**src/rtl/multicycle_controller_if.sv**
```systemverilog
// Instruction and data memory request handshakes
// between the multicycle sequencer and the memories.
interface multicycle_controller_if;
  logic imem_req;
  logic imem_ready;
  logic dmem_req;
  logic dmem_we;
  logic dmem_ready;

  modport master (
    output imem_req,
    input  imem_ready,
    output dmem_req,
    output dmem_we,
    input  dmem_ready
  );

  modport slave (
    input  imem_req,
    output imem_ready,
    input  dmem_req,
    input  dmem_we,
    output dmem_ready
  );
endinterface

```
**src/rtl/multicycle_controller.sv**
```systemverilog
// Multi-cycle RV32I sequencer: fetch, decode, execute,
// memory, writeback, with retire count and bus timeout.
module multicycle_controller #(
  parameter int TIMEOUT_CYCLES = 16,
  parameter int CNT_WIDTH      = 32
) (
  input  logic                    clk,
  input  logic                    rst,
  input  logic                    run,
  multicycle_controller_if.master bus,
  output logic                    ir_load,
  input  logic                    dec_reg_write_en,
  input  logic                    dec_mem_read_en,
  input  logic                    dec_mem_write_en,
  input  logic                    dec_is_branch,
  input  logic                    dec_is_jal,
  input  logic                    dec_is_jalr,
  input  logic                    dec_illegal,
  input  logic                    cmp_result,
  output logic                    exec_latch,
  output logic                    rf_write,
  output logic                    wb_src,
  output logic                    pc_write,
  output logic [1:0]              pc_src,
  output logic                    retire,
  output logic [CNT_WIDTH-1:0]    instret,
  output logic                    halted,
  output logic                    bus_error,
  output logic [2:0]              state_dbg
);

  typedef enum logic [2:0] {
    S_FETCH   = 3'd0,
    S_DECODE  = 3'd1,
    S_EXECUTE = 3'd2,
    S_MEM     = 3'd3,
    S_WB      = 3'd4,
    S_HALT    = 3'd5
  } state_t;

  localparam int WW =
    (TIMEOUT_CYCLES > 1) ? $clog2(TIMEOUT_CYCLES + 1) : 1;
  localparam logic [WW-1:0] W_LIMIT = WW'(TIMEOUT_CYCLES);
  localparam bit TO_EN = (TIMEOUT_CYCLES != 0);

  state_t               r_state;
  state_t               w_next;
  logic [WW-1:0]        r_wait;
  logic [WW-1:0]        w_wait_inc;
  logic                 r_rw;
  logic                 r_mr;
  logic                 r_mw;
  logic                 r_br;
  logic                 r_jal;
  logic                 r_jalr;
  logic [CNT_WIDTH-1:0] r_instret;
  logic                 r_bus_error;
  logic                 w_stall;
  logic                 w_timeout;

  // A cycle spent with a request up and no ready back
  assign w_stall =
    (r_state == S_FETCH && run && !bus.imem_ready) ||
    (r_state == S_MEM && !bus.dmem_ready);
  assign w_wait_inc = r_wait + WW'(1);
  assign w_timeout =
    TO_EN && w_stall && (w_wait_inc == W_LIMIT);

  assign instret   = rst ? '0 : r_instret;
  assign bus_error = rst ? 1'b0 : r_bus_error;
  assign state_dbg = rst ? 3'd0 : r_state;

  // State register
  always_ff @(posedge clk) begin
    if (rst) r_state <= S_FETCH;
    else     r_state <= w_next;
  end

  // Next-state logic; unused encodings fall into HALT
  always_comb begin
    w_next = r_state;
    case (r_state)
      S_FETCH: begin
        if (run && bus.imem_ready) w_next = S_DECODE;
        else if (w_timeout)        w_next = S_HALT;
      end
      S_DECODE:
        w_next = dec_illegal ? S_HALT : S_EXECUTE;
      S_EXECUTE: begin
        if (r_mr || r_mw) w_next = S_MEM;
        else if (r_br)    w_next = S_FETCH;
        else              w_next = S_WB;
      end
      S_MEM: begin
        if (bus.dmem_ready) w_next = r_mr ? S_WB : S_FETCH;
        else if (w_timeout) w_next = S_HALT;
      end
      S_WB:    w_next = S_FETCH;
      S_HALT:  w_next = S_HALT;
      default: w_next = S_HALT;
    endcase
  end

  // Control outputs, forced low while reset is held
  always_comb begin
    bus.imem_req = 1'b0;
    bus.dmem_req = 1'b0;
    bus.dmem_we  = 1'b0;
    ir_load      = 1'b0;
    exec_latch   = 1'b0;
    rf_write     = 1'b0;
    wb_src       = 1'b0;
    pc_write     = 1'b0;
    pc_src       = 2'b00;
    retire       = 1'b0;
    halted       = 1'b0;
    if (!rst) begin
      case (r_state)
        S_FETCH: begin
          bus.imem_req = run;
          ir_load      = run & bus.imem_ready;
        end
        S_DECODE: begin
        end
        S_EXECUTE: begin
          exec_latch = 1'b1;
          if (!(r_mr || r_mw) && r_br) begin
            pc_write = 1'b1;
            pc_src   = cmp_result ? 2'b01 : 2'b00;
            retire   = 1'b1;
          end
        end
        S_MEM: begin
          bus.dmem_req = 1'b1;
          bus.dmem_we  = r_mw;
          if (bus.dmem_ready && !r_mr) begin
            pc_write = 1'b1;
            retire   = 1'b1;
          end
        end
        S_WB: begin
          rf_write = r_rw;
          wb_src   = r_mr;
          pc_write = 1'b1;
          retire   = 1'b1;
          unique case (1'b1)
            r_jal:   pc_src = 2'b01;
            r_jalr:  pc_src = 2'b10;
            default: pc_src = 2'b00;
          endcase
        end
        default: halted = 1'b1;
      endcase
    end
  end

  // Capture decoder flags once; a load wins over a store
  always_ff @(posedge clk) begin
    if (rst) begin
      r_rw   <= 1'b0;
      r_mr   <= 1'b0;
      r_mw   <= 1'b0;
      r_br   <= 1'b0;
      r_jal  <= 1'b0;
      r_jalr <= 1'b0;
    end else if (r_state == S_DECODE) begin
      r_rw   <= dec_reg_write_en;
      r_mr   <= dec_mem_read_en;
      r_mw   <= dec_mem_write_en & ~dec_mem_read_en;
      r_br   <= dec_is_branch;
      r_jal  <= dec_is_jal;
      r_jalr <= dec_is_jalr;
    end
  end

  // Memory wait counter, cleared whenever the state changes
  always_ff @(posedge clk) begin
    if (rst)                    r_wait <= '0;
    else if (w_next != r_state) r_wait <= '0;
    else if (w_stall)           r_wait <= w_wait_inc;
  end

  // Sticky bus error and wrapping retire counter
  always_ff @(posedge clk) begin
    if (rst) begin
      r_bus_error <= 1'b0;
      r_instret   <= '0;
    end else begin
      if (w_timeout) r_bus_error <= 1'b1;
      if (retire)    r_instret   <= r_instret + 1'b1;
    end
  end

endmodule

```
**src/flat_wrapper.sv**
```systemverilog
// flat-port wrapper written by rule: the top's interface ports become plain ports
module multicycle_controller_flat 
#(
  parameter int TIMEOUT_CYCLES = 16,
  parameter int CNT_WIDTH      = 32
)
  (clk, rst, run, ir_load, dec_reg_write_en, dec_mem_read_en, dec_mem_write_en, dec_is_branch, dec_is_jal, dec_is_jalr, dec_illegal, cmp_result, exec_latch, rf_write, wb_src, pc_write, pc_src, retire, instret, halted, bus_error, state_dbg, bus_imem_req, bus_imem_ready, bus_dmem_req, bus_dmem_we, bus_dmem_ready);
  multicycle_controller_if bus_i ();
  input  logic clk;
  input  logic rst;
  input  logic run;
  output logic ir_load;
  input  logic dec_reg_write_en;
  input  logic dec_mem_read_en;
  input  logic dec_mem_write_en;
  input  logic dec_is_branch;
  input  logic dec_is_jal;
  input  logic dec_is_jalr;
  input  logic dec_illegal;
  input  logic cmp_result;
  output logic exec_latch;
  output logic rf_write;
  output logic wb_src;
  output logic pc_write;
  output logic [1:0] pc_src;
  output logic retire;
  output logic [CNT_WIDTH-1:0] instret;
  output logic halted;
  output logic bus_error;
  output logic [2:0] state_dbg;
  output wire logic [$bits(bus_i.imem_req)-1:0] bus_imem_req;
  input wire logic [$bits(bus_i.imem_ready)-1:0] bus_imem_ready;
  output wire logic [$bits(bus_i.dmem_req)-1:0] bus_dmem_req;
  output wire logic [$bits(bus_i.dmem_we)-1:0] bus_dmem_we;
  input wire logic [$bits(bus_i.dmem_ready)-1:0] bus_dmem_ready;
  assign bus_imem_req = bus_i.imem_req;
  assign bus_i.imem_ready = bus_imem_ready;
  assign bus_dmem_req = bus_i.dmem_req;
  assign bus_dmem_we = bus_i.dmem_we;
  assign bus_i.dmem_ready = bus_dmem_ready;
  multicycle_controller #(.TIMEOUT_CYCLES(TIMEOUT_CYCLES), .CNT_WIDTH(CNT_WIDTH)) u_core (.clk(clk), .rst(rst), .run(run), .bus(bus_i), .ir_load(ir_load), .dec_reg_write_en(dec_reg_write_en), .dec_mem_read_en(dec_mem_read_en), .dec_mem_write_en(dec_mem_write_en), .dec_is_branch(dec_is_branch), .dec_is_jal(dec_is_jal), .dec_is_jalr(dec_is_jalr), .dec_illegal(dec_illegal), .cmp_result(cmp_result), .exec_latch(exec_latch), .rf_write(rf_write), .wb_src(wb_src), .pc_write(pc_write), .pc_src(pc_src), .retire(retire), .instret(instret), .halted(halted), .bus_error(bus_error), .state_dbg(state_dbg));
endmodule
```
**config.mk**
```make
export PLATFORM = sky130hd
export DESIGN_NAME = multicycle_controller_flat
export DESIGN_NICKNAME = d
export VERILOG_FILES = /design/src/rtl/multicycle_controller_if.sv /design/src/rtl/multicycle_controller.sv /design/src/flat_wrapper.sv
export SDC_FILE = /design/constraint.sdc
export NUM_CORES = 1
export LEC_CHECK = 0
export ABC_CLOCK_PERIOD_IN_PS = 2300
export CAP_MARGIN = 20
export CORE_UTILIZATION = 53
export CTS_BUF_LIST = sky130_fd_sc_hd__clkbuf_4 sky130_fd_sc_hd__clkbuf_8
export DETAILED_ROUTE_END_ITERATION = 10
export PLACE_DENSITY_LB_ADDON = 0.1
export SETUP_SLACK_MARGIN = 0.05
export SLEW_MARGIN = 40
export SYNTH_ARGS = -nofsm -noshare
export SYNTH_HDL_FRONTEND = slang
export SYNTH_SLANG_ARGS = --single-unit
```
**constraint.sdc**
```tcl
create_clock -name clk -period 2.3 [get_ports clk]
set_input_delay 0.46 -clock clk [delete_from_list [all_inputs] [get_ports clk]]
set_output_delay 0.46 -clock clk [all_outputs]
set_load 0.1 [all_outputs]
```
* After elaboration in Yosys (flattened, before gate mapping)
Cells that the tools add are included.
Word-level totals: bits in registers 47, bits in latches 0, memory bits (writable) 0, bits in read-only memories 0, bits of input ports 13, word-level logic and storage cells 73, memories kept 0
Operators by class: add/sub/neg operators 2, $mul 0, divide/modulo/power cells 0, magnitude comparators 0, eq/ne operators 6, shift-type cells 0, muxes and demuxes 36, bitwise logic cells 3, reduce and logical (&&, ||, !) cells 16
Operator list (count):
- $add A32 B1 Y32 const B | 1
- $mux W32 | 1
- $mux W3 | 8
- $mux W1 | 21
- $pmux W3 S5 | 1
- $pmux W2 S2 | 2
- $logic_and A1 B1 Y1 | 7
- $eq A3 B2 Y1 const B | 2
- $add A5 B1 Y5 const B | 1
- $eq A5 B5 Y1 const B | 1
- $reduce_or A5 Y1 | 1
- $logic_not A1 Y1 | 4
- $mux W2 | 2
- $eq A3 B1 Y1 const B | 1
- $eq A3 B3 Y1 const B | 1
- $logic_not A3 Y1 | 1
- $ne A3 B3 Y1 | 1
- $pmux W1 S3 | 1
- $and A1 B1 Y1 | 2
- $logic_or A1 B1 Y1 | 2
- $reduce_or A2 Y1 | 1
- $not A1 Y1 | 1

* Longest topological paths before layout
depth in word-level cells 10, gate-level depth with buffers 7

* Worst setup path before layout
No wires, ideal clock.
path type input-to-output, from in rst, to out ir_load, data arrival time 5.010 ns, required time 1.840 ns, slack -3.170 ns, stages 4, cell sequence clkbuf_8 -> clkbuf_1 -> nor4b_1 -> and2_1
Between the ends: longest elaborated chain between the ends 1
RTL lines:
- start: declaration | RTL line flat_wrapper.sv:10 | input logic rst;
- $mux W1 | RTL line multicycle_controller.sv:117 | if (!rst) begin
- end: declaration | RTL line flat_wrapper.sv:12 | output logic ir_load;
Every way passes these cells.

* Worst setup path after layout
from reg u_core.r_state[1], to out retire
Between the ends: longest elaborated chain between the ends 3, elaborated cells between the ends (all ways) 5
RTL lines:
- start: declaration | RTL line multicycle_controller.sv:46 | state_t r_state;
- start signal: assignment | RTL line multicycle_controller.sv:76 | else r_state <= w_next;
- $eq A3 B3 Y1 or $eq A3 B2 Y1 (tied branches) | RTL line multicycle_controller.sv:118 | case (r_state)
- $pmux W1 S3 * | RTL line multicycle_controller.sv:118
- $mux W1 * | RTL line multicycle_controller.sv:117
- end: declaration | RTL line flat_wrapper.sv:26 | output logic retire;
Mark *: on every way between the ends. The rest lies on a longest branch, timed or not.

==> flow_metrics.tcl <==
set metrics [dict create \
    synthTopCellsByCount "dfxtp_1 (47), nor2_1 (38), nor2b_1 (30)" \
    antenna_found_initial 0 \
    drc_errors 0 \
    fmaxAchievable_mhz 457 \
    r2r_slack_ns 0.14 \
    grt_pass1_wl_um 13500 \
    p_switching_uw 440 \
    synthesis.area_um2 2860 \
    die-height_um 75.4 \
    crit_family "simple AND/OR/NAND/NOR gates" \
    syn_inst 349 \
    synth_area_leaders "dfxtp_1 (33%), nor2b_1 (6.6%), nor2_1 (5.0%), nand2_1 (3.4%), or4_1 (3.4%)" \
    dp_hpwl_um 6000 \
    clockPowerShare 0.384 \
    ys_seq_elements 47 \
    fin_crit_sh 0.951 \
    cp.depth 5 \
    power.density_nw_per_um2 373 \
    synth_top_area_share 0.329 \
    cts.sinks 47 \
    hold_viol 0 \
    setup_slack_ns 0.112 \
    via_count 3063 \
    path_max_fanout 9 \
    fp.dieArea_um2 5690 \
    slowest_stage "dfxtp_4" \
    fin_area_um2 4490 \
    synth_nets 365 \
    worstPathRequired_ns 1.84 \
    drive_gt1_frac 0.363 \
    yosys.area.top_type "dfxtp_1" \
    syn_area_per_cell_um2 8.18 \
    cap_violations 0 \
    finClkSkew_ns 0.00663 \
    dp_cells 487 \
    gr-usage-met2 0.585 \
    seq_power_share 0.496 \
    critPathBufInv 1 \
    antenna_cells 0 \
    place.gp.congestion 0.818 \
    h-tree-depth 2 \
    power.leakage_uw 0.00160 \
    worst_pin_slew_ns 0.504 \
    grt_overflow 0 \
    pre_cts_slack_ns -0.230 \
    p_int_uw 1230 \
    clock_latency_ns 0.31 \
    via_per_inst 6.09 \
    max_slew_margin 0.659 \
    ys_warn_count 0 \
    synthArstFlopShare 0 \
    ios 61 \
    layout.nets 448 \
    reg2reg_depth 6 \
    path_clk_slew_ns 0.10 \
    cp-end-kind "primary output" \
    slew_viol_final 0 \
    numCtsBuffers 5 \
    clockBufferDepth 2 \
    root_buffer "clkbuf_8" \
    setup_viol 0 \
    drtIter0Drc 254 \
    busiest_layer "met2" \
    critPathMaxStageDelay_ns 0.41 \
    p_sw_frac 0.263 \
    status "complete, no violations" \
    routed_wl_um 9000 \
    drt-wirelength-per-cell_um 17.9 \
    synth_edf_count 0 \
    grtUsageTotal 0.310 \
    ys.flop_type "dfxtp_1" \
    cts_tree "done" \
    ys_types 59 \
    vdd_drop_max_v 0.000324 \
    io_buffers 60 \
    cp.arrival_ns 1.73 \
    grt_pass1_vias 2975 \
    start_util 0.556 \
    finalWorstPathRequiredPeriod_ns 2.19 \
    rsz0062_at_grt "false" \
    ys_seq_area_frac 0.329 \
    post_dp_cell_area_um2 4290 \
    met3_usage 0.0529 \
    die_x_um 75.4 \
    grt_max_degree 35 \
    whs_path_depth 1 \
    area_growth_pct 57.1 \
    yosysMostFrequentCell "dfxtp_1" \
    hold_path.class "reg2reg" \
    path_cells "and2b_1 -> a311o_2 -> nand2_2 -> nor2_4 -> buf_12" \
    path_class "reg2out" \
    std_cell_rows 26 \
    grt.met1_usage 0.334 \
    postRouteAntennaNets 0 \
    layoutNonFillerInstCount 503 \
    critPathLaunchType "flop" \
    holdBufCountCts 0 \
    dr.pass1.iters 5 \
    design.core.area_um2 5140 \
    combPwrFrac 0.120 \
]
-- placed cells by master (no fill, tap or decap), drive strengths merged, types with 2 or more instances in the layout --
cell,count
buf,86
dfxtp,47
nor2,38
nor2b,30
nand2,26
nand3,16
o21ai,15
nand4,14
or4,13
nor3,12
a21oi,11
clkdlybuf4s50,10
xnor2,9
xor2,9
inv,7
nand2b,6
mux2i,6
nor4,6
a211oi,6
mux2,5
clkbuf,5
nor4b,5
and3,4
and2,4
or2,4
a21boi,3
nand3b,3
and4,3
ha,3
nand4bb,2
a31o,2
o31ai,2
and2b,2
or3,2
-- final timing paths --
check	startpoint	endpoint
min	u_core.r_bus_error	u_core.r_bus_error
max reg2reg	u_core.r_state[2]	u_core.r_instret[31]
min reg2reg	u_core.r_bus_error	u_core.r_bus_error
max	u_core.r_state[1]	retire
-- timing repair --
action                     CTS  global route
setup endpoints to repair    5             3
setup buffers                3             5
gates resized for setup      9             0
pin swaps                    2             2
-- power groups by stage --
stage                     registers (uW)  clock network [uW]  logic (uW)
after CTS                            830                 635         196
after global routing                 832                 674         213
after floorplan                      844                   0         128
after global placement               849                   0         186
final                                830                 643         202
after detailed placement             850                   0         191
-- sequential cells by signal, indices dropped and copies added, names as in the netlist --
signal	cells
u_core.r_instret	32
u_core.r_wait	5
u_core.r_state	3
u_core.r_br	1
u_core.r_bus_error	1
u_core.r_jal	1
u_core.r_jalr	1
u_core.r_mr	1
u_core.r_mw	1
u_core.r_rw	1
-- area by class of cell --
cell class / count / area [um^2]
Timing Repair Buffer: 97 / 1370
Inverter: 7 / 30.0
Clock inverter: 3 / 47.5
Clock buffer: 5 / 68.8
Fill cell: 259 / 653
Sequential cell: 47 / 947
Multi-Input combinational cell: 274 / 1940
Tap cell: 70 / 87.6
-- per-layer routing --
| layer | share of wire | wire, um |
|---|---|---|
| met1 | 0.39 | 3500 |
| met2 | 0.53 | 4800 |
| met3 | 0.054 | 484 |
| met4 | 0.024 | 212 |
| met5 | 0 | 0 |
-- through the flow --
step                total power [uW]  hold WS (ns)   util  setup TNS, ns
floorplan                        973         0.450      -          -8.90
global placement                1040         0.457  0.834          -1.24
detailed placement              1040         0.469  0.834          -2.40
CTS                             1660         0.491  0.866              0
global route                    1720         0.505  0.873              0
finish                          1670         0.490  0.873              0
-- logic make-up after synthesis --
family          after synthesis  share of synthesized area
simple gates                193                      0.388
xor+xnor                     18                     0.0552
flops                        47                      0.329
fa+ha+maj                     3                     0.0131
mux                          11                     0.0407
compound gates               49                      0.118
buf+inv                      28                     0.0556
No activity file was read; power rests on OpenSTA's default activity.
